`config.mk`:
```
export PLATFORM = sky130hd
export DESIGN_NAME = key_tone_gen
export DESIGN_NICKNAME = d
export VERILOG_FILES = /design/src/rtl/key_tone_gen.sv
export SDC_FILE = /design/constraint.sdc
export NUM_CORES = 1
export LEC_CHECK = 0
export ABC_AREA = 1
export BUFFER_PORTS_ARGS = -buffer_cell sky130_fd_sc_hd__buf_2
export CORE_ASPECT_RATIO = 1.5
export CORE_MARGIN = 4
export CORE_UTILIZATION = 50
export CTS_CLUSTER_DIAMETER = 80
export CTS_CLUSTER_SIZE = 28
export DETAILED_ROUTE_END_ITERATION = 10
export GPL_ROUTABILITY_DRIVEN = 1
export GPL_TIMING_DRIVEN = 0
export PLACE_DENSITY_LB_ADDON = 0.15
export SYNTH_ARGS = -nofsm -noshare
export SYNTH_HDL_FRONTEND = slang
export SYNTH_SLANG_ARGS = --single-unit
export TNS_END_PERCENT = 100
```
`constraint.sdc`:
```
create_clock -name clk -period 2.4 [get_ports clk]
set_input_delay 0.36 -clock clk [delete_from_list [all_inputs] [get_ports clk]]
set_output_delay 0.36 -clock clk [all_outputs]
set_load 0.05 [all_outputs]
```
`src/rtl/key_tone_gen.sv`:
```
// Key-to-buzzer tone generator: synchronised, debounced keys select a
// square-wave tone, played continuously or as a fixed-length one-shot beep.
module key_tone_gen #(
  parameter int N_KEYS      = 5,
  parameter int CNT_W       = 32,
  parameter int DEB_CYCLES  = 1_000_000,
  parameter int BASE_HALF   = 100_000,
  parameter int HOLD_CYCLES = 25_000_000,
  parameter int IDX_W       = $clog2(N_KEYS+1)
) (
  input  logic              clk,
  input  logic              rst_n,
  input  logic [N_KEYS-1:0] key,
  input  logic              mode,
  output logic              beep,
  output logic [N_KEYS-1:0] led,
  output logic              busy,
  output logic [IDX_W-1:0]  tone_idx
);

  localparam logic [1:0] IDLE     = 2'd0;
  localparam logic [1:0] PLAY     = 2'd1;
  localparam logic [1:0] WAIT_REL = 2'd2;

  localparam logic [CNT_W-1:0] DEB_LAST  = CNT_W'(DEB_CYCLES - 1);
  localparam logic [CNT_W-1:0] HOLD_LAST = CNT_W'(HOLD_CYCLES - 1);
  localparam logic [CNT_W-1:0] ONE       = CNT_W'(1);

  logic [N_KEYS-1:0] key_s1;
  logic [N_KEYS-1:0] key_s2;
  logic [N_KEYS-1:0] stable;
  logic [CNT_W-1:0]  deb_cnt [N_KEYS];

  logic              mode_s1;
  logic              mode_s2;
  logic              mode_q;
  logic              mode_chg;

  logic [IDX_W-1:0]  req_nxt;
  logic [IDX_W-1:0]  req_idx;

  logic [1:0]        state;
  logic [1:0]        state_nxt;
  logic [CNT_W-1:0]  dur;
  logic [CNT_W-1:0]  dur_nxt;
  logic [IDX_W-1:0]  tone_nxt;

  logic [CNT_W-1:0]  cnt;
  logic [CNT_W-1:0]  half;
  logic [CNT_W-1:0]  half_last;

  always_ff @(posedge clk or negedge rst_n) begin
    if (!rst_n) begin
      key_s1  <= '1;
      key_s2  <= '1;
      mode_s1 <= 1'b0;
      mode_s2 <= 1'b0;
      mode_q  <= 1'b0;
    end else begin
      key_s1  <= key;
      key_s2  <= key_s1;
      mode_s1 <= mode;
      mode_s2 <= mode_s1;
      mode_q  <= mode_s2;
    end
  end

  assign mode_chg = mode_s2 ^ mode_q;

  // stable only moves after DEB_CYCLES consecutive disagreeing samples
  always_ff @(posedge clk or negedge rst_n) begin
    if (!rst_n) begin
      stable <= '1;
      for (int i = 0; i < N_KEYS; i++) begin
        deb_cnt[i] <= '0;
      end
    end else begin
      for (int i = 0; i < N_KEYS; i++) begin
        if (key_s2[i] == stable[i]) begin
          deb_cnt[i] <= '0;
        end else if (deb_cnt[i] == DEB_LAST) begin
          stable[i]  <= key_s2[i];
          deb_cnt[i] <= '0;
        end else begin
          deb_cnt[i] <= deb_cnt[i] + ONE;
        end
      end
    end
  end

  assign led = stable;

  always_comb begin
    req_nxt = '0;
    for (int i = N_KEYS - 1; i >= 0; i--) begin
      if (!stable[i]) begin
        req_nxt = IDX_W'(i + 1);
      end
    end
  end

  always_ff @(posedge clk or negedge rst_n) begin
    if (!rst_n) begin
      req_idx <= '0;
    end else begin
      req_idx <= req_nxt;
    end
  end

  always_comb begin
    state_nxt = state;
    dur_nxt   = dur;
    tone_nxt  = tone_idx;
    if (mode_chg) begin
      state_nxt = IDLE;
      dur_nxt   = '0;
      tone_nxt  = '0;
    end else if (!mode_s2) begin
      state_nxt = IDLE;
      dur_nxt   = '0;
      tone_nxt  = req_idx;
    end else begin
      unique case (1'b1)
        (state == PLAY): begin
          if (dur == HOLD_LAST) begin
            tone_nxt  = '0;
            dur_nxt   = '0;
            state_nxt = WAIT_REL;
          end else begin
            dur_nxt = dur + ONE;
          end
        end
        (state == WAIT_REL): begin
          tone_nxt = '0;
          if (req_idx == '0) begin
            state_nxt = IDLE;
          end
        end
        default: begin
          tone_nxt = '0;
          dur_nxt  = '0;
          if (req_idx != '0) begin
            tone_nxt  = req_idx;
            state_nxt = PLAY;
          end
        end
      endcase
    end
  end

  assign half      = CNT_W'(BASE_HALF) * CNT_W'(tone_idx);
  assign half_last = half - ONE;

  // a tone change restarts the divider so the new pitch begins at phase 0
  always_ff @(posedge clk or negedge rst_n) begin
    if (!rst_n) begin
      state    <= IDLE;
      dur      <= '0;
      tone_idx <= '0;
      cnt      <= '0;
      beep     <= 1'b0;
    end else begin
      state    <= state_nxt;
      dur      <= dur_nxt;
      tone_idx <= tone_nxt;
      if (tone_nxt != tone_idx || tone_nxt == '0) begin
        cnt  <= '0;
        beep <= 1'b0;
      end else if (cnt == half_last) begin
        cnt  <= '0;
        beep <= ~beep;
      end else begin
        cnt <= cnt + ONE;
      end
    end
  end

  assign busy = (tone_idx != '0);

endmodule

```
# --- After elaboration in Yosys (flattened, before gate mapping) ---
# Cells that the tools add are included.
classes:
  addsub: 8
  multipliers: 1
  div: 0
  magnitude_cmp: 0
  n_eq_ne: 19
  n_shift: 0
  muxes: 34
  bitwise_logic: 7
  n_reduce_logical: 12
ops:
  columns: ["op", "count"]
  rows:
  - ["2-to-1 mux 32 bit", 15]
  - ["adder 32 x 1 -> 32 bit, second input constant", 7]
  - ["== test 32 x 20 -> 1 bit, second input constant", 5]
  - ["one-hot mux 32 bit (2 select lines)", 1]
  - ["== test 32 x 25 -> 1 bit, second input constant", 1]
  - ["== test 32 bit", 1]
  - ["2-to-1 mux 3 bit", 9]
  - ["subtractor 20 x 1 -> 21 bit, second input constant", 1]
  - ["multiplier 12 x 3 -> 15 bit, first input constant", 1]
  - ["2-to-1 mux 2 bit", 5]
  - ["AND reduction 2 bit", 5]
  - ["!= test 4 x 3 -> 1 bit, second input constant", 2]
  - ["logical NOT 3 bit", 2]
  - ["inverter 1 bit", 6]
  - ["one-hot mux 3 bit (2 select lines)", 1]
  - ["nonzero test 3 bit", 2]
  - ["== test 1 bit", 5]
  - ["!= test 5 x 1 -> 1 bit, second input constant", 1]
  - ["one-hot mux 2 bit (2 select lines)", 1]
  - ["!= test 3 bit", 1]
  - ["!= test 3 bit, second input constant", 1]
  - ["AND reduction 3 bit", 1]
  - ["== test 2 x 1 -> 1 bit, second input constant", 1]
  - ["== test 2 bit, second input constant", 1]
  - ["other kinds (4)", 5]
word_totals:
  register_bits: 251
  latchBits: 0
  ram_bits: 0
  romBits: 0
  in_bits: 8
  output_inout_bits: 10
  wordCells: 102
  n_memories: 0

# --- Depth between registers and ports, before layout ---
# Gate-level depths: netlist (run 1).
logic_depth:
  ltp_word: 8
  mapped_depth: 22

# --- Least setup slack after synthesis (run 1) ---
# Ideal clock, no wire load.
synth_path:
  path_kind: "register to register"
  from: "reg tone_idx[1]"
  to: "reg cnt[10]"
  arrival_time_ps: 2888
  t_required_ps: 2280
  path_slack_ps: -608
  path_stages_with_launch: 22
  path_buffers: 2
  path_cell_list: "dfrtp_1 inv_2 ha_1 ha_1 buf_2 nand3_1 nand2_1 inv_1 nand2_1 nand2_1 nand2_1 nor2_4 nand3_2 clkinv_1 nand2_1 nand2_1 inv_1 nor2_2 nand3_2 nand2_2 buf_4 nor2_1"
synth_between:
  elab_chain_len: 7
synth_rtl:
  columns: ["item", "line", "rtl"]
  rows:
  - ["start, declared", "18", "output logic [IDX_W-1:0] tone_idx"]
  - ["start signal, assigned", "165", "tone_idx <= tone_nxt;"]
  - ["branches (longest 6 deep; another with subtractor 20 x 1 -> 21 bit)", null, null]
  - ["2-to-1 mux 32 bit (*)", "166", "if (tone_nxt != tone_idx || tone_nxt == '0) begin"]
  - ["end signal, assigned", "173", "cnt <= cnt + ONE;"]
  - ["end, declared", "48", "logic [CNT_W-1:0] cnt;"]
# Every way passes the cells marked *.
# A chain may end at the register's enable or synchronous reset.

# --- Worst setup path after layout (run 1) ---
layout_path:
  from: "reg tone_idx[0]"
  to: "reg cnt[18]"
# The elaborated chain is that of the path after synthesis.

==> impl_summary.md, run 1 <==
Synth
The number of synthesized flops with an enable pin is 0. After Yosys synthesis, and, or, nand and nor cells account for 32.5% of the synthesized area. The post-synthesis cell type with the largest combined area is sky130_fd_sc_hd__dfrtp_1.

The multiplexer share of the synthesized area is 0.393%. The count of distinct cell types in the synthesized netlist is 50. Counting flops with an async set or reset pin after synthesis yields a share of 100%. The synthesized flop and latch total is 251. A synthesized cell averages 7.87 sq um. Sequential elements use 44.0% of the synthesized area. The synthesized netlist net count is 1850. Of the total synthesized cell area, the portion taken by full adders, half adders and majority gates is 1.83%. By area the synthesized netlist is led by sky130_fd_sc_hd__dfrtp_1 (41%), sky130_fd_sc_hd__nand2_1 (8.5%), sky130_fd_sc_hd__xor2_1 (7.5%).

The combinational family with the most area after synthesis is simple AND/OR/NAND/NOR gates. The most instantiated library cell after synthesis is sky130_fd_sc_hd__nand2_1. Summing the areas of all compound-gate instances in the mapped netlist gives 5.01% of the synthesized area. The gate count of the mapped netlist is 1821. The netlist area before placement is 14300 sq um. The number of warnings printed during yosys synthesis is 0. The dominant register cell in the synthesized netlist is sky130_fd_sc_hd__dfrtp_1. By count the netlist is led by sky130_fd_sc_hd__nand2_1 (324), sky130_fd_sc_hd__nor2_1 (284), sky130_fd_sc_hd__inv_1 (250). Summed over its instances, the top area cell type makes up 41.2% of the synthesized netlist area.

The synthesized netlist devotes 8.74% of its cell area to XOR and XNOR gates.

STA
The number of hold violations in the final report was 0. The worst-case clock skew is 0.0162 ns. For the pin with the worst max-slew slack, the measured transition is 0.586 ns. The timing-limited maximum frequency is 368 MHz.

Setup repair after global routing could not meet its margin everywhere. The worst path in the final design needs a cycle of 2.72 ns, including I/O delays and setup. Setup violations remaining at the end of the flow were counted as 31. The number of pins exceeding their max-slew limit in the final report was 0. The setup total negative slack is -8.75 ns. The worst path setup slack after routing is -0.320 ns.

In this run the tightest slew margin relative to its limit is 60.9%. In the finished design, the share of the clock period the worst path needs comes to 113%.

Route
Detailed routing inserted a total of 12100 vias. The routed length on met3 is 790 um. Using the TritonRoute via totals, the vias-per-cell ratio works out to 5.37. For this run, the detailed router's first-pass iteration total came to 5. After detailed routing, the total wire length is 32.5 mm. The detailed router's first-iteration violation count is 473. In the routed design, unresolved DRC markers number 0. The highest metal layer with signal wires is met4.

The average wire per cell in the routed design is 14.4 um. The routed length on met2 is 17.2 mm. After detailed routing, the wire length on met1 is 13.5 mm. The number of routed nets with antenna violations is 0.

Power and ir drop
Across the VDD grid, the largest voltage drop is 0.000569 V. Dividing total power by cell area gives a power density of 501 nW/um^2. Summed over all nets, the switching power comes to 2170 uW. The cell-internal power is 5930 uW. The combinational power share is 12.8%. The switching share of total power is 26.8%. The relative contribution of the clock network to total power is 33.6%. The completed layout was analyzed and its total power is 8100 uW. The leakage power summed over all cells is 0.00672 uW.

The sequential group share of total power is 53.6%.

Run status
The final reports fail on setup timing. The flow ran to the end, but the final reports show violations.

Global routing
Entering global routing, the biggest net connects 112 pins. Across every metal layer, demand over resource in global routing totals 20.5%. The global-route wire length before repair is 55.4 mm.

The via count of the first global-routing pass is 12100. The number of antenna violations at the first check in global routing is 0. The total overflow left after global routing is 0.

Clocking
The clock latency on the worst-skew pair is 0.51 ns. After clock tree synthesis, the clock-pin slew on the worst setup and hold paths is 0.10 ns. The maximum clock insertion buffer count is 3. CTS built an H-tree with a depth of 1. The number of buffers inserted during clock tree synthesis is 14.

The clock sink count is 251. The cell sitting at the root of the clock tree is a sky130_fd_sc_hd__clkbuf_16. TritonCTS built the clock tree.

Final layout
The post-route core utilization is 57.4%. Excluding fillers, the count of instances in the completed layout stands at 2251. From synthesis to final layout, the design area changed by 12.8%. The final net count is 1926.

The antenna diode count is 0. The share of cells above drive strength 1 is 12.4%.

Critical path
The peak fanout along the critical path is 6. Counting cells, the worst reg-to-reg path comes to 20. The most critical setup path has its endpoint at cnt[18]$_DFF_PN0_.

The worst register-to-register path begins at tone_idx[0]$_DFF_PN0_. The worst-case register-to-register setup slack is -0.32 ns. The kind of end point of the critical path is a register. In this run the critical register-to-register path is captured at cnt[18]$_DFF_PN0_.

The startpoint kind of the worst setup timing path is a register. For the worst setup path, the data arrival time is 3.11 ns. The required time reported for the critical path endpoint is 2.79 ns. Tracing the worst setup path back leads to its startpoint at tone_idx[0]$_DFF_PN0_. The classification of the worst setup path is reg2reg.

Min path
The worst hold path belongs to the class in2async.

Place
In this run the tool buffered the top-level ports with 17 buffer cells. Routability-driven placement finished with a final weighted congestion of 0.868. The placed wire-length estimate after detailed placement is 23.6 mm. At the placement stage, the worst setup path has a slack of -0.487 ns. In this run, placement finished with an instance count of 2186.

Floorplan
The placeable core region is 28200 sq um. The starting utilization of the core area is 50.9%. The die covers 31500 sq um. The standard-cell row count is 75. The I/O pin count is 18.

The height of the die is 215 um. The floorplan step set the die width to 146 um.

Run
The max capacitance violation total is 0.
-- layout by cell type (no fill, tap or decap), drive strengths merged, types with 2 or more instances in the layout --
cell / Yosys / routed
o32ai: 2 / 2
nand4: 57 / 57
nor4b: 2 / 2
xnor2: 20 / 20
o22ai: 21 / 21
nand3b: 5 / 5
o21ai: 21 / 21
xor2: 123 / 123
inv: 255 / 257
nand3: 101 / 101
buf: 7 / 59
o21a: 16 / 16
or3: 4 / 4
dfstp: 15 / 15
nor3b: 21 / 21
a21oi: 33 / 33
nand2: 331 / 331
a221oi: 2 / 2
mux2: 5 / 5
nor2: 295 / 295
clkbuf: 16 / 34
nor4: 61 / 61
nor3: 116 / 116
a31oi: 14 / 14
or2: 6 / 6
dfrtp: 236 / 236
clkinv: 3 / 8
and3: 2 / 2
ha: 21 / 21
dlygate4sd3: 0 / 7
a211oi: 3 / 3
-- power groups by stage --
stage / logic (uW) / registers (uW) / clock network, uW
detailed placement: 795 / 4430 / 0
finish: 1040 / 4340 / 2720
floorplan: 509 / 4450 / 0
global placement: 770 / 4430 / 0
CTS: 974 / 4340 / 2850
global route: 1160 / 4360 / 3000
-- layout make-up --
class / instances / area, sq um
Buffer: 22 / 134
Clock buffer: 17 / 393
Clock inverter: 7 / 72.6
Fill cell: 2618 / 12000
Inverter: 258 / 988
Multi-Input combinational cell: 1289 / 7280
Sequential cell: 251 / 6310
Tap cell: 346 / 433
Timing Repair Buffer: 61 / 551
-- repair_timing --
| action | 4_1_cts | 5_1_grt |
|---|---|---|
| hold buffers | 7 | 0 |
| endpoints found under the hold margin | 50 | 0 |
| resized for setup | 39 | 62 |
| pin swaps | 10 | 34 |
| endpoints found under the setup margin | 66 | 104 |
| gates cloned | 2 | 0 |
| buffers inserted | 23 | 10 |
-- flip-flops by register name, summed over array words and instances, names as in the netlist, 2 cells and up --
register and cells:
key_s2 5, key_s1 5, deb_cnt 160, req_idx 3, led 5, cnt 32, dur 32, state 2
tone_idx 3
-- cell families after synthesis --
group	after synthesis
buffers and inverters	281
adders and majority gates	21
and+or+nand+nor	1002
muxes	5
xor gates and xnor gates	143
DFF	251
AOI/OAI and AO/OA	118
-- metal layers --
metal,GRT usage [%],vias up
met1,24.1,5754
met4,7.94,0
li1,-,6101
met3,1.88,67
met2,38.5,165
met5,0,-
-- worst min path at each step --
| stage | end | from | slack, ns |
|---|---|---|---|
| 4_1_cts | deb_cnt[37]$_DFF_PN0_ | rst_n | 0.33 |
| 2_1_floorplan | beep$_DFFE_PN0P_ | rst_n | 0.06 |
| 6_report | deb_cnt[37]$_DFF_PN0_ | rst_n | 0.33 |
| 5_1_grt | deb_cnt[45]$_DFF_PN0_ | rst_n | 0.37 |
| 3_3_place_gp | key_s2[2]$_DFF_PN1_ | key_s1[2]$_DFF_PN1_ | 0.35 |
| 3_5_place_dp | deb_cnt[84]$_DFF_PN0_ | rst_n | 0.28 |
-- critical path, stage by stage (launching register included) --
cell	delay, ns
sky130_fd_sc_hd__dfrtp_4	0.55
sky130_fd_sc_hd__ha_4	0.20
sky130_fd_sc_hd__nand2_4	0.07
sky130_fd_sc_hd__inv_4	0.04
sky130_fd_sc_hd__ha_4	0.25
sky130_fd_sc_hd__inv_2	0.05
sky130_fd_sc_hd__nand4_1	0.15
sky130_fd_sc_hd__inv_2	0.13
sky130_fd_sc_hd__nand2_4	0.08
sky130_fd_sc_hd__nor2_8	0.17
sky130_fd_sc_hd__nand2_2	0.07
sky130_fd_sc_hd__nand2_1	0.06
sky130_fd_sc_hd__nand2_1	0.06
sky130_fd_sc_hd__clkinv_2	0.05
sky130_fd_sc_hd__nand3_2	0.05
sky130_fd_sc_hd__nor2_2	0.11
sky130_fd_sc_hd__nand3_2	0.13
sky130_fd_sc_hd__nand2_4	0.14
sky130_fd_sc_hd__buf_12	0.11
sky130_fd_sc_hd__buf_8	0.11
sky130_fd_sc_hd__nor2_1	0.04
-- per-stage QoR --
| stage | instance area (sq um) | hold slack, ns |
|---|---|---|
| detailed placement | 15000 | 0.282 |
| global placement | 14900 | 0.346 |
| global route | 16200 | 0.368 |
| floorplan | 14400 | 0.0644 |
| CTS | 15900 | 0.328 |
| finish | 16200 | 0.329 |
Power figures use the tool's default switching activity.
==> run 2, diff against run 1 <==
PLACE_DENSITY = 0.78   (was unset)
PLACE_DENSITY_LB_ADDON = unset   (was 0.15)
==> run 2 against run 1 <==
Net effect: the run still ends with setup timing left; total power shrank 2.5%; first-iteration DRC count grew 38%; wire length shrank 0.11%; utilization shrank 0.33 points; critical path depth shrank 4; global-route usage shrank 0.47 points; clock power shrank 5%; critical endpoint unchanged; largest power group unchanged; highest routed layer unchanged.
==> impl_summary.md, run 2 (synthesis results as in run 1) <==
Route
The total wire length is 32.5 mm. The first TritonRoute pass finished after 6 iterations. The total DRC errors in the routed layout is 0. The detailed router finished its first iteration with 653 violations. The average wire per cell in the routed design is 14.5 um. The number of routed nets with antenna violations is 0. The total number of vias is 12400. In the routed layout, each cell is associated on average with a via count of 5.50.

STA
The worst max-slew margin expressed relative to the limit is 47.2%. Derived from the worst setup path, the maximum achievable clock frequency is 367 MHz. Once routing completed, OpenROAD measured the worst setup slack at -0.325 ns. The worst-case clock skew is 0.0307 ns. The number of pins exceeding their max-slew limit in the final report is 0.

The setup total negative slack is -9.60 ns. Setup repair after global routing could not meet its margin everywhere. The smallest clock period supported by the final layout is computed as 2.72 ns. The number of hold violations in the final report is 0. For the pin with the worst max-slew slack, the measured transition is 0.772 ns. The final-report setup violation count is 31. Dividing the final minimum period by the clock period gives 114%.

Critical path
The kind of end point of the critical path is a register. The endpoint of the lowest-slack register-to-register path is cnt[18]$_DFF_PN0_. The critical path is of the reg2reg type. The peak fanout along the critical path is 6.

The worst register-to-register path has a depth of 16. STA classifies the critical path startpoint as a register. The arrival time at the worst endpoint is 3.11 ns. The worst register-to-register path begins at tone_idx[0]$_DFF_PN0_. The required time reported for the critical path endpoint is 2.79 ns.

The worst-case register-to-register setup slack is -0.32 ns.

Global routing
Summed over all layers, the global routing overflow is 0. The all-layer global routing usage is 20.1%. The global-route wire length before repair is 54.7 mm. The number of antenna violations at the first check in global routing is 0. The pin count of the biggest net entering global routing is 122. The via count of the first global-routing pass came to 12400.

Floorplan
The starting utilization of the core area is 50.9%. The height of the die is 215 um. The I/O pin count is 18. The area of the die is 31500 sq um.

The die outline width is 146 um. The initialized floorplan defines 75 standard-cell rows. In this run the standard cell core region covers 28200 sq um.

Place
The count of port buffers added during placement is 17. The cell count after placement is 2186. After detailed placement, the total cell area comes to 15000 sq um.

Detailed placement ended at an HPWL of 23.1 mm. Routability-driven placement finished with a final weighted congestion of 0.900.

Final layout
deb_cnt holds more flip-flops than any other register. Compared with the post-synthesis result, the final layout area differs by 12.2%. The register with the most flip-flops in the layout has 160 of them.

The antenna diode count is 0. After routing the design area is 16100 sq um. The share of cells above drive strength 1 is 11.7%. Leaving out fill and tap cells, the most frequent cells in the layout are sky130_fd_sc_hd__nand2_1 (306), sky130_fd_sc_hd__nor2_1 (271), sky130_fd_sc_hd__inv_1 (242). The largest registers in the layout are deb_cnt: 160 flops, cnt: 32 flops, dur: 32 flops. The final net count is 1920. Excluding fillers, the count of instances in the completed layout stands at 2244. Leaving out fill and tap cells, the most frequent cell in the layout is sky130_fd_sc_hd__nand2_1. The post-route core utilization is 57.1%.

Clocking
The TritonCTS clock tree is built. CTS placed an instance of sky130_fd_sc_hd__clkbuf_16 at the clock tree root. The clock latency on the worst-skew pair is 0.51 ns. The number of buffers inserted during clock tree synthesis is 13. The clock sink count is 251.

Clock-pin slew was measured on the worst setup and hold paths at 0.11 ns. In this run the number of H-tree levels came out at 1. The maximum clock insertion buffer count is 3.

Power and ir drop
Across the VDD grid, the largest voltage drop is 0.000639 V. The overall power consumption is 7900 uW. The power density of the placed cells is 492 nW/um^2.

The leakage power summed over all cells is 0.00665 uW.

Run status
The final reports fail on setup timing. The flow ran to the end, but the final reports show violations.

Run
The tool flagged a number of max-cap violations equal to 0.

Min path
The classification of the worst-slack hold path is in2async.
run 2: area by class of cell:
class	count	area [sq um]
Fill cell	2522	12100
Multi-Input combinational cell	1289	7350
Sequential cell	251	6310
Inverter	258	983
Timing Repair Buffer	56	453
Tap cell	346	433
Clock buffer	18	344
Buffer	22	125
Clock inverter	4	66.3
run 2: worst max path at each step:
stage | start | end | slack (ns) | depth (start not counted)
6_report | tone_idx[0]$_DFF_PN0_ | cnt[18]$_DFF_PN0_ | -0.32 | 16
3_3_place_gp | rst_n | tone_idx[2]$_DFF_PN0_ | -4.34 | 1
2_1_floorplan | tone_idx[1]$_DFF_PN0_ | cnt[3]$_DFF_PN0_ | -0.20 | 20
4_1_cts | tone_idx[1]$_DFF_PN0_ | beep$_DFFE_PN0P_ | -0.26 | 20
5_1_grt | tone_idx[0]$_DFF_PN0_ | cnt[10]$_DFF_PN0_ | -0.45 | 20
3_5_place_dp | tone_idx[0]$_DFF_PN0_ | beep$_DFFE_PN0P_ | -0.49 | 21
run 2: stage by stage:
stage,worst slack (ns),hold WS [ns]
after floorplan,-0.204,0.0644
after global placement,-4.34,0.346
after detailed placement,-0.493,0.236
after CTS,-0.257,0.299
after global routing,-0.452,0.317
final,-0.325,0.307
run 2: per-layer routing:
metal	track usage (%)	wire length [um]	vias up	share of wire, %
met5	0	0	-	0
met4	8.47	1270	0	3.9
met3	2.04	999	87	3.1
met2	38.5	17500	275	54
met1	22.3	12700	5910	39
li1	-	-	6081	-
run 2: timing repair:
| action | 4_1_cts | 5_1_grt |
|---|---|---|
| cloned | 2 | 0 |
| setup buffers | 22 | 6 |
| hold endpoints to repair | 35 | 0 |
| pin swaps | 23 | 23 |
| gates resized for setup | 38 | 64 |
| hold buffers | 7 | 0 |
| setup endpoints to repair | 66 | 113 |
run 2: where the power goes:
group          switching (uW)  internal (uW)
clock network            1410           1170
logic                     629            348
registers                55.5           4290
total                    2100           5810
run 2: worst max-delay path, cell delays in order, from the launching register on:
cell                      delay [ns]
sky130_fd_sc_hd__dfrtp_4        0.57
sky130_fd_sc_hd__inv_6          0.08
sky130_fd_sc_hd__ha_1           0.23
sky130_fd_sc_hd__buf_6          0.14
sky130_fd_sc_hd__nand2_1        0.15
sky130_fd_sc_hd__nand3_1        0.12
sky130_fd_sc_hd__nand2_2        0.13
sky130_fd_sc_hd__nand2_2        0.10
sky130_fd_sc_hd__inv_2          0.09
sky130_fd_sc_hd__nand4_1        0.12
sky130_fd_sc_hd__nand3_1        0.17
sky130_fd_sc_hd__nand3_2        0.12
sky130_fd_sc_hd__nor2_4         0.13
sky130_fd_sc_hd__nand3_4        0.12
sky130_fd_sc_hd__nand2_4        0.13
sky130_fd_sc_hd__buf_4          0.16
sky130_fd_sc_hd__nor2_1         0.04
==> run 3, diff against run 2 <==
CORE_MARGIN = unset   (was 4)
==> run 3 against run 2 <==
Net effect: the flow still finishes with violations (setup timing); critical endpoint is now cnt[20]$_DFF_PN0_; clock power down 8.9%; via count shrank 0.71%; clock skew shrank 0.010 ns; critical path type unchanged; largest cell class unchanged; highest routed layer unchanged; largest power group unchanged.
==> impl_summary.md, run 3 (synthesis results as in run 1) <==
Run status
The flow ran to the end, but the final reports show violations. The checks that failed: setup timing.

Critical path
The startpoint kind of the worst setup timing path is a register. The required time reported for the critical path endpoint is 2.78 ns. The kind of end point of the critical path is a register.

Data on the critical path arrives at its endpoint at 3.15 ns. The classification of the worst setup path is reg2reg. The peak fanout along the critical path is 7.

STA
Setup repair after global routing could not meet its margin everywhere. The number of pins exceeding their max-slew limit in the final report was 0. The ratio of final minimum period to clock period is 116%. The number of hold violations in the final report is 0. The worst slack on hold paths is 0.361 ns. Setup violations remaining at the end of the flow were counted as 31. The time the final worst path needs with I/O delays and setup is 2.77 ns.

The worst max-slew margin expressed relative to the limit is 53.3%. The worst path setup slack after routing is -0.375 ns. The pin slew with the least headroom to its limit is 0.683 ns. The worst-case clock skew is 0.0208 ns. Timing would allow up to 360 MHz.

Route
After detailed routing, the average wire length per cell comes to 14.2 um. The number of routed nets with antenna violations is 0. The detailed router's first-iteration violation count is 637.

The first TritonRoute pass finished after 6 iterations. In the routed design, unresolved DRC markers number 0. The total wire length is 31.9 mm. The via count normalized by instance count is 5.46. The total number of vias is 12300.

Min path
The classification of the worst-slack hold path is reg2reg.

Global routing
The first global-routing pass estimated 54.3 mm of wire. Entering global routing, the biggest net connects 121 pins. The final global-route overflow total is 0. The number of antenna violations at the first check in global routing is 0. The all-layer global routing usage is 22.1%.

The via count of the first global-routing pass is 12300.

Final layout
For this run, the post-layout net count is 1923. Counting the fill cells in the layout gives 2512. The library cells used most frequently in the layout, excluding fill and tap cells, are sky130_fd_sc_hd__nand2_1 (307), sky130_fd_sc_hd__nor2_1 (251), sky130_fd_sc_hd__inv_1 (244). The most flop-heavy register is deb_cnt. From synthesis to final layout, the design area changed by 11.7%.

The post-route core utilization is 57.0%. The register with the most flip-flops in the layout has 160 of them. The multi-input combinational cell area is 7310 sq um. Of the cells placed in the final design, the portion with a size suffix greater than 1 is 12.2%. Across the whole layout, storage elements account for 6310 sq um. 0 antenna diodes ended up in the layout. Leaving out fill and tap cells, the most frequent cell in the layout is sky130_fd_sc_hd__nand2_1.

The largest registers in the layout are deb_cnt: 160 flops, cnt: 32 flops, dur: 32 flops. The finished cells cover 16000 sq um.

Run
The max capacitance violation total is 0.

Power and ir drop
The largest vdd supply drop is 0.000588 V. Dividing total power by cell area gives a power density of 479 nW/um^2. Net switching is 26.1% of the power. The combinational power share is 12.7%. In this run the static leakage power is 0.00662 uW. The sequential group share of total power is 56.7%. Summed over all nets, the switching power comes to 2000 uW. Cell internal power was estimated by the tool at 5670 uW.

The relative contribution of the clock network to total power is 30.7%.

Clocking
The cell sitting at the root of the clock tree is a sky130_fd_sc_hd__clkbuf_16. The clock input transition at the sequential cells of the worst setup and hold paths is 0.11 ns. The TritonCTS clock tree is built. No sink is reached through more buffers than the 3 on the longest clock path. The number of clock buffers added by TritonCTS is 12. For this design, the sink count on the clock tree is 251. The clock latency on the worst-skew pair is 0.49 ns. The total number of H-tree levels is 1.

Place
At the end of routability-driven placement, the weighted congestion stood at 0.908. Input and output buffers added on the ports amount to 17. After detailed placement, the total cell area comes to 15000 sq um.

The wire-length estimate of the detail-placed layout is 23.0 mm. The setup slack after placement is -0.490 ns.

Floorplan
The floorplan has 75 rows. The area of the die is 29300 sq um. The initial utilization of the core area, before any placement, comes to 51.1%.

The I/O pin count is 18. In this run the horizontal extent of the chip is 140 um. Measured along the y axis, the die boundary spans 209 um.

The placeable core region is 28100 sq um.
## run 3: what timing repair did
item	CTS	global route
hold buffers	7	0
gates cloned	3	0
resized for setup	40	64
endpoints found under the hold margin	66	0
buffers inserted	19	12
pin swaps	17	19
setup endpoints to repair	72	104
## run 3: final timing paths
| check | slack, ns | depth (start not counted) | start | to |
|---|---|---|---|---|
| min reg2reg | 0.36 | 0 | key_s1[2]$_DFF_PN1_ | key_s2[2]$_DFF_PN1_ |
| max in group asynchronous | 1.02 | 3 | rst_n | tone_idx[2]$_DFF_PN0_ |
| min in group asynchronous | 0.39 | 2 | rst_n | deb_cnt[13]$_DFF_PN0_ |
| max reg2reg | -0.37 | 21 | tone_idx[0]$_DFF_PN0_ | cnt[20]$_DFF_PN0_ |
| min | 0.36 | 0 | key_s1[2]$_DFF_PN1_ | key_s2[2]$_DFF_PN1_ |
| max | -0.37 | 21 | tone_idx[0]$_DFF_PN0_ | cnt[20]$_DFF_PN0_ |
## run 3: layer usage
metal | share of wire, % | up-vias | global-route usage [%]
li1 | - | 6080 | -
met3 | 3.0 | 83 | 2.08
met2 | 54 | 216 | 42.7
met5 | 0 | - | 0
met1 | 40 | 5886 | 24.3
met4 | 3.5 | 0 | 9.32
## run 3: cell type report
class                   count  area share (%)
well taps                 346            2.70
plain buffers              22           0.774
repair buffers             60            3.06
inverters                 258            6.14
flip-flops and latches    251            39.4
clock buffers              20            2.20
multi-input cells        1289            45.7
## run 3: worst max-delay path, stage by stage (launching register included)
cell	delay (ns)
sky130_fd_sc_hd__dfrtp_4	0.56
sky130_fd_sc_hd__inv_6	0.08
sky130_fd_sc_hd__ha_1	0.24
sky130_fd_sc_hd__buf_6	0.15
sky130_fd_sc_hd__inv_2	0.06
sky130_fd_sc_hd__nand2_1	0.09
sky130_fd_sc_hd__nand2_2	0.10
sky130_fd_sc_hd__nand2_2	0.08
sky130_fd_sc_hd__nand2_2	0.08
sky130_fd_sc_hd__nand2_2	0.06
sky130_fd_sc_hd__nand2_4	0.09
sky130_fd_sc_hd__nor2_8	0.05
sky130_fd_sc_hd__nand2_2	0.08
sky130_fd_sc_hd__buf_4	0.10
sky130_fd_sc_hd__nand2_1	0.04
sky130_fd_sc_hd__nand2_1	0.05
sky130_fd_sc_hd__nand3_1	0.10
sky130_fd_sc_hd__nor2_1	0.15
sky130_fd_sc_hd__nand3_2	0.15
sky130_fd_sc_hd__nand2_4	0.17
sky130_fd_sc_hd__buf_6	0.15
sky130_fd_sc_hd__nor2_2	0.04
## run 3: power by group through the flow
stage | registers, uW | logic [uW] | clock network (uW)
floorplan | 4450 | 509 | 0
global placement | 4430 | 759 | 0
detailed placement | 4430 | 791 | 0
CTS | 4350 | 917 | 2420
global route | 4350 | 1080 | 2540
finish | 4340 | 971 | 2350
## run 3: stage by stage
| step | std cells | setup TNS (ns) | power [uW] |
|---|---|---|---|
| 4_1_cts | 2234 | -7.64 | 7680 |
| 3_5_place_dp | 2186 | -16.67 | 5230 |
| 2_1_floorplan | 1821 | -6.13 | 4960 |
| 3_3_place_gp | 2184 | -866.32 | 5190 |
| 6_report | 2246 | -11.20 | 7660 |
| 5_1_grt | 2246 | -16.57 | 7970 |
